<file path="config.mk">
export PLATFORM = sky130hd
export DESIGN_NAME = pc_redirect_unit
export DESIGN_NICKNAME = d
export VERILOG_FILES = /design/src/rtl/pc_redirect_unit.sv
export SDC_FILE = /design/constraint.sdc
export NUM_CORES = 1
export LEC_CHECK = 0
export BUFFER_PORTS_ARGS = -buffer_cell sky130_fd_sc_hd__buf_2
export CORE_MARGIN = 8
export CORE_UTILIZATION = 55
export CTS_CLUSTER_DIAMETER = 120
export CTS_CLUSTER_SIZE = 12
export DETAILED_ROUTE_END_ITERATION = 6
export PLACE_DENSITY = 0.95
export SLEW_MARGIN = 20
export SYNTH_ARGS = -nofsm -noshare
export SYNTH_HDL_FRONTEND = slang
export SYNTH_SLANG_ARGS = --single-unit
</file>
<file path="constraint.sdc">
create_clock -name clk -period 7.4 [get_ports clk]
set_input_delay 0.74 -clock clk [delete_from_list [all_inputs] [get_ports clk]]
set_output_delay 0.74 -clock clk [all_outputs]
set_load 0.02 [all_outputs]
</file>
<file path="src/rtl/pc_redirect_unit.sv">
// Registered next-PC unit: sequential fetch, BEQ/BNE/jump/exception redirects by fixed priority,
// redirect hold across stalls, and a counted flush pulse after every applied redirect.
module pc_redirect_unit #(
  parameter int unsigned       WIDTH        = 32,
  parameter logic [WIDTH-1:0]  RESET_PC     = '0,
  parameter int unsigned       INC          = 4,
  parameter logic [WIDTH-1:0]  EXC_VEC      = 'h100,
  parameter int unsigned       FLUSH_CYCLES = 2
) (
  input  logic             clk,
  input  logic             rst,
  input  logic             stall,
  input  logic             br_en,
  input  logic             br_mode,
  input  logic [WIDTH-1:0] br_a,
  input  logic [WIDTH-1:0] br_b,
  input  logic [WIDTH-1:0] br_target,
  input  logic             jmp_en,
  input  logic [WIDTH-1:0] jmp_target,
  input  logic             exc,
  output logic [WIDTH-1:0] pc,
  output logic             flush,
  output logic             redirect_pending
);

  localparam int unsigned CW = (FLUSH_CYCLES > 0) ? $clog2(FLUSH_CYCLES + 1) : 1;
  localparam logic [CW-1:0] CNT_LOAD = CW'(FLUSH_CYCLES);

  typedef enum logic [1:0] {RUN, HOLD, FLUSH} state_t;

  state_t           state_q, state_d;
  logic [WIDTH-1:0] pc_q, pc_d;
  logic [WIDTH-1:0] tgt_q, tgt_d;
  logic [CW-1:0]    cnt_q, cnt_d;
  logic             flush_q, flush_d;
  logic             pend_q, pend_d;

  logic             br_taken;
  logic             req;
  logic [WIDTH-1:0] target;

  always_comb begin
    br_taken = br_en && (br_mode ? (br_a != br_b) : (br_a == br_b));
    // Jump/branch requests are only meaningful on the correct path, i.e. in RUN.
    req    = 1'b0;
    target = '0;
    if (exc) begin
      req    = 1'b1;
      target = EXC_VEC;
    end else if (state_q == RUN && jmp_en) begin
      req    = 1'b1;
      target = jmp_target;
    end else if (state_q == RUN && br_taken) begin
      req    = 1'b1;
      target = br_target;
    end
  end

  always_comb begin
    state_d = state_q;
    pc_d    = pc_q;
    tgt_d   = tgt_q;
    cnt_d   = cnt_q;
    pend_d  = pend_q;
    case (state_q)
      RUN: begin
        if (!stall) begin
          if (req) begin
            pc_d  = target;
            cnt_d = CNT_LOAD;
          end else begin
            pc_d = pc_q + WIDTH'(INC);
          end
          state_d = (cnt_d != '0) ? FLUSH : RUN;
        end else if (req) begin
          tgt_d   = target;
          pend_d  = 1'b1;
          state_d = HOLD;
        end
      end
      HOLD: begin
        if (stall) begin
          if (exc) tgt_d = EXC_VEC;
        end else begin
          pc_d    = exc ? EXC_VEC : tgt_q;
          pend_d  = 1'b0;
          cnt_d   = CNT_LOAD;
          state_d = (cnt_d != '0) ? FLUSH : RUN;
        end
      end
      FLUSH: begin
        if (!stall) begin
          if (exc) begin
            pc_d  = EXC_VEC;
            cnt_d = CNT_LOAD;
          end else begin
            pc_d  = pc_q + WIDTH'(INC);
            cnt_d = cnt_q - CW'(1);
          end
          state_d = (cnt_d != '0) ? FLUSH : RUN;
        end else if (exc) begin
          tgt_d   = EXC_VEC;
          pend_d  = 1'b1;
          state_d = HOLD;
        end
      end
      default: state_d = RUN;
    endcase
    flush_d = (cnt_d != '0);
  end

  always_ff @(posedge clk) begin
    if (rst) begin
      state_q <= RUN;
      pc_q    <= RESET_PC;
      tgt_q   <= '0;
      cnt_q   <= '0;
      flush_q <= 1'b0;
      pend_q  <= 1'b0;
    end else begin
      state_q <= state_d;
      pc_q    <= pc_d;
      tgt_q   <= tgt_d;
      cnt_q   <= cnt_d;
      flush_q <= flush_d;
      pend_q  <= pend_d;
    end
  end

  assign pc               = pc_q;
  assign flush            = flush_q;
  assign redirect_pending = pend_q;

endmodule

</file>
# After elaboration in Yosys (flattened, before gate mapping)
# Index checks and enable logic that the tools add are counted.
# classes
n_addsub	2
n_eq_ne	14
n_mux	42
reduce_logical	14
# op_table
operator	count
$mux W32	12
$pmux W32 S3	1
$pmux W32 S2	1
$add A32 B3 Y32 const B	1
$eq A32 B32 Y1	1
$mux W2	16
$ne A32 B32 Y1	1
$ne A2 B2 Y1 const B	7
$pmux W2 S3	2
$mux W1	9
$reduce_and A4 Y1	2
$reduce_bool A2 Y1	4
$ne A3 B3 Y1 const B	2
$reduce_and A6 Y1	1
$logic_and A1 B1 Y1	3
$pmux W1 S3	1
$reduce_and A3 Y1	1
$reduce_bool A3 Y1	1
$eq A2 B1 Y1 const B	1
$eq A2 B2 Y1 const B	1
$logic_not A2 Y1	1
$ne A2 B1 Y1 const B	1
$reduce_or A2 Y1	1
$sub A2 B1 Y2 const B	1
# totals
ff_bits	70
in_bits	135
output_inout_bits	34

# Longest topological paths before layout
# logic_depth
ltp_word	14
mapped_depth	12
ltp_nobuf	9

# Least setup slack after synthesis
# OpenSTA, ideal clock, no wires.
# synth_timing
path_kind	input to register
start	input port br_b[28]
end	register pc_q[2], in the netlist pc[2]
setup_time_ns	0.059
arrival_ns	2.687
path_slack_ns	4.655
stages	9
n_path_buf	1
path_cell_list	xor2_1 nor4_1 nand4_2 nor2_1 mux2i_1 clkbuf_1 a22oi_1 nor3_1 o221a_2
# synth_between
elab_chain_cells	10
elab_cells_between_ends	14
# synth_rtl
item	line_no	source
from (decl)	16	input logic [WIDTH-1:0] br_b,
$eq A32 B32 Y1 or $ne A32 B32 Y1 (tied branches)	43	br_taken = br_en && (br_mode ? (br_a != br_b) : (br_a == br_b));
$mux W1 (*)	43	
$logic_and A1 B1 Y1 (*)	43	
$logic_and A1 B1 Y1 (*)	53	end else if (state_q == RUN && br_taken) begin
$mux W32 or $mux W1 (tied branches)	53	
$mux W32 or $mux W1 (tied branches)	50	end else if (state_q == RUN && jmp_en) begin
$mux W32 or $mux W1 (tied branches)	47	if (exc) begin
$mux W32 (*)	68	if (req) begin
$mux W32 (*)	67	if (!stall) begin
$pmux W32 S3 (*)	65	case (state_q)
to (signal assigned)	122	pc_q <= pc_d;
to (decl)	32	logic [WIDTH-1:0] pc_q, pc_d;
# Mark *: on every way between the ends. The rest lies on a longest branch, timed or not. The select of a mux whose other input is x is not followed.
# A chain may end at the register's enable or synchronous reset.

# Final worst setup path
# layout_timing
start	input port br_b[28]
end	register tgt_q[30]
# layout_between
elab_chain_cells	10
elab_cells_between_ends	16
# layout_rtl
item	line_no	source
$eq A32 B32 Y1 or $ne A32 B32 Y1 (tied branches)	43	
$mux W1 (*)	43	
$logic_and A1 B1 Y1 (*)	43	
$logic_and A1 B1 Y1 (*)	53	
$mux W32	53	
$mux W32	50	
$mux W32	47	
$mux W32	75	end else if (req) begin
$mux W32	67	
$pmux W32 S2	65	
to (signal assigned)	123	tgt_q <= tgt_d;
to (decl)	33	logic [WIDTH-1:0] tgt_q, tgt_d;
# Marks and branches as above.

==> results.toml <==
[sta]
rsz0062_at_grt = "false"
min_period_over_period_pct = 46.7
final.setup.tns_ns = 0
worst_slew_pin_slew_ns = 1.00
max_freq_mhz = 289
finalSetupViolations = 0
fin_skew_ns = 0.0139
maxSlewViolCount = 0
relSlewSlack_pct = 33.0
min_period_ns = 3.46
final_hold_viol_count = 0

[pwr]
seq_power_share_pct = 34.9
switching_share_pct = 42.1
total_power_uw = 1450
p_int_uw = 839
switchingPower_uw = 609
ir_worst_vdd_uv = 132
clkPwrFrac_pct = 22.6
power_density_nw_per_um2 = 252
p_leak_uw = 0.00265
comb_power_share_pct = 42.4

[grt]
gr-usage-all-layers_pct = 26.8
grt_max_degree = 36
grt_overflow_total = 0
antenna_found_initial = 0
grt_pass1_wl_mm = 25.6
first_global_vias = 5235

[hold_path]
worstHoldPathType = "flip-flop to flip-flop"
hold_path_startpoint = "tgt_q[9]"
hold_depth = 1

[routing]
dr.first_iter.drc_count = 709
vias = 5319
wl_per_cell_um = 20.5
routed_wl_mm = 16.6
drc = 0
vias_per_cell = 6.56
dr.pass1.iters = 5
ant_nets = 0

[worst_setup_path]
crit_type = "primary input to flip-flop"
end_kind = "flip-flop"
path_cells = "buf_2 -> xor2_1 -> nor4_1 -> nand4_2 -> o31a_4 -> a211oi_2 -> and2_1 -> a22o_1"
critPathLaunch = "br_b[28]"
worst-path-max-fanout = 19
cp_slowest_cell = "a211oi_2"
path_buf_inv = 1
r2r_start = "state_q[0]"
arrival_ns = 3.76
critPathMaxStageDelay_ns = 0.73
cp.depth = 8
ff2ff_path_depth = 6
cp_data_required_time_ns = 7.70
cp_top_family = "compound AO/OA/AOI/OAI gates"
critPathLaunchType = "primary input"

[cells_and_area]
antenna_cells = 0
final_area_um2 = 5740
fill_cells = 621
regArea_um2 = 1400
layout_common_cells = "buf_2, dfxtp_1, a22o_1, xor2_1, nand2_1"
multi_input_area_um2 = 3080
nets = 841
final_common_cell = "buf_2"
areaGrowthSynthToFinish_pct = 22.5
drive_gt1_share_pct = 30.6

[die]
rows = 33
initial_core_util_pct = 57.0
die_height_um = 108
coreArea_um2 = 8220
io_pins = 169
die_w_um = 108
dieArea_um2 = 11700

[synth]
synth_nets = 697
ys.warnings.count = 0
seq_area_frac_synth_pct = 29.9
synth_cell_types = 65
synth_area_leaders = "dfxtp_1, a22o_1, xor2_1, a21oi_1, nand2_1"
async_flop_share_pct = 0
ys_ff_latch = 70
synth_ff_type = "dfxtp_1"
synth_area_um2 = 4680
syn_area_per_cell_um2 = 8.41
synth_top_area_cell = "dfxtp_1"
syn-instance-count = 557
synth_edf_count = 0
yosys.area.top_type_share_pct = 29.9

[cts]
htreeDepth = 3
clk-insertion-delay-late_ns = 0.36
clk_pin_slew_ns = 0.09
cts_tree = "done"
ctsRootBufferMaster = "clkbuf_8"
holdBufCountCts = 0
cts.sinks = 70
postCtsResizedCells = 0
cts_inserted_buffers = 9
cts_setup_buffers = 0
clk_path_buf_depth = 2

[placed_design]
gp_congestion = 0.921
dp_hpwl_mm = 12.0
dpl_cell_area_um2 = 5530
io_buffers = 168

[status]
status = "finished clean"

[run]
maxCapViolCount = 0
## synthesized netlist by cell type (3+ instances only)
cell	count
xor2_1	41
a31oi_1	8
o211a_1	15
a211oi_1	3
nand2_1	40
nor2_1	33
a221o_1	13
dfxtp_1	70
o211ai_1	7
o221a_2	4
clkbuf_1	30
o21ai_1	3
nor4_2	7
ha_1	5
o21ai_0	27
a21oi_1	34
buf_2	8
nor3_1	9
nor2b_1	6
nand4_1	7
a22o_1	43
inv_1	12
o22a_1	3
a221oi_1	4
xnor2_1	12
nand3_1	19
a21o_1	7
mux2i_1	6
and3_1	14
nor4_1	3
and2_1	6
a22oi_1	9
or3_1	3
nand2b_1	6
## kinds of logic after synthesis
kind of cell	Yosys count	synth area share, %
multiplexers	6	1.28
adder cells (fa/ha/maj)	5	1.34
flip-flops	70	29.9
AO/OA/AOI/OAI	210	34.5
buffers and inverters	52	4.70
XOR/XNOR	53	9.91
AND/OR/NAND/NOR	161	18.3
## power by group through the flow
stage,registers [uW],logic [uW],clock network [uW]
after detailed placement,510,597,0
final,506,614,328
after global placement,505,576,0
after floorplan,548,364,0
after CTS,502,602,325
after global routing,512,660,343
## cell type report
| class | count | share of cell area, % |
|---|---|---|
| Clock buffer | 10 | 2.40 |
| Clock inverter | 6 | 1.20 |
| Inverter | 12 | 0.785 |
| Multi-Input combinational cell | 435 | 53.6 |
| Sequential cell | 70 | 24.4 |
| Tap cell | 105 | 2.29 |
| Timing Repair Buffer | 173 | 15.3 |
## metal layers
layer  up-vias  wire length [um]  GRT usage [%]
met4         0               503           11.1
met1      2478              6230           32.3
met5         -                 0              0
li1       2407                 -              -
met2       381              8000           44.6
met3        53              1870           6.78
## sequential cells by signal (all words and copies together), names as in the netlist
register and count:
cnt_q 2, pc 32, state_q 2, tgt_q 32
flush 1, redirect_pending 1
## worst paths after layout
| path | end | slack, ns |
|---|---|---|
| worst max-delay path | tgt_q[30] | 3.94 |
| worst min-delay path | tgt_q[9] | 0.46 |
| worst max register to register | tgt_q[30] | 4.32 |
| worst min register to register | tgt_q[9] | 0.46 |
## per-stage QoR
stage | utilization, % | setup slack [ns] | hold slack (ns) | instances
5_1_grt | 69.8 | 3.81 | 0.475 | 811
6_report | 69.8 | 3.94 | 0.461 | 811
4_1_cts | 69.8 | 4.04 | 0.461 | 811
3_3_place_gp | 67.2 | 3.86 | 0.432 | 795
2_1_floorplan | - | 4.65 | 0.426 | 557
3_5_place_dp | 67.3 | 3.68 | 0.445 | 795
(Power assumes the default switching activity.)
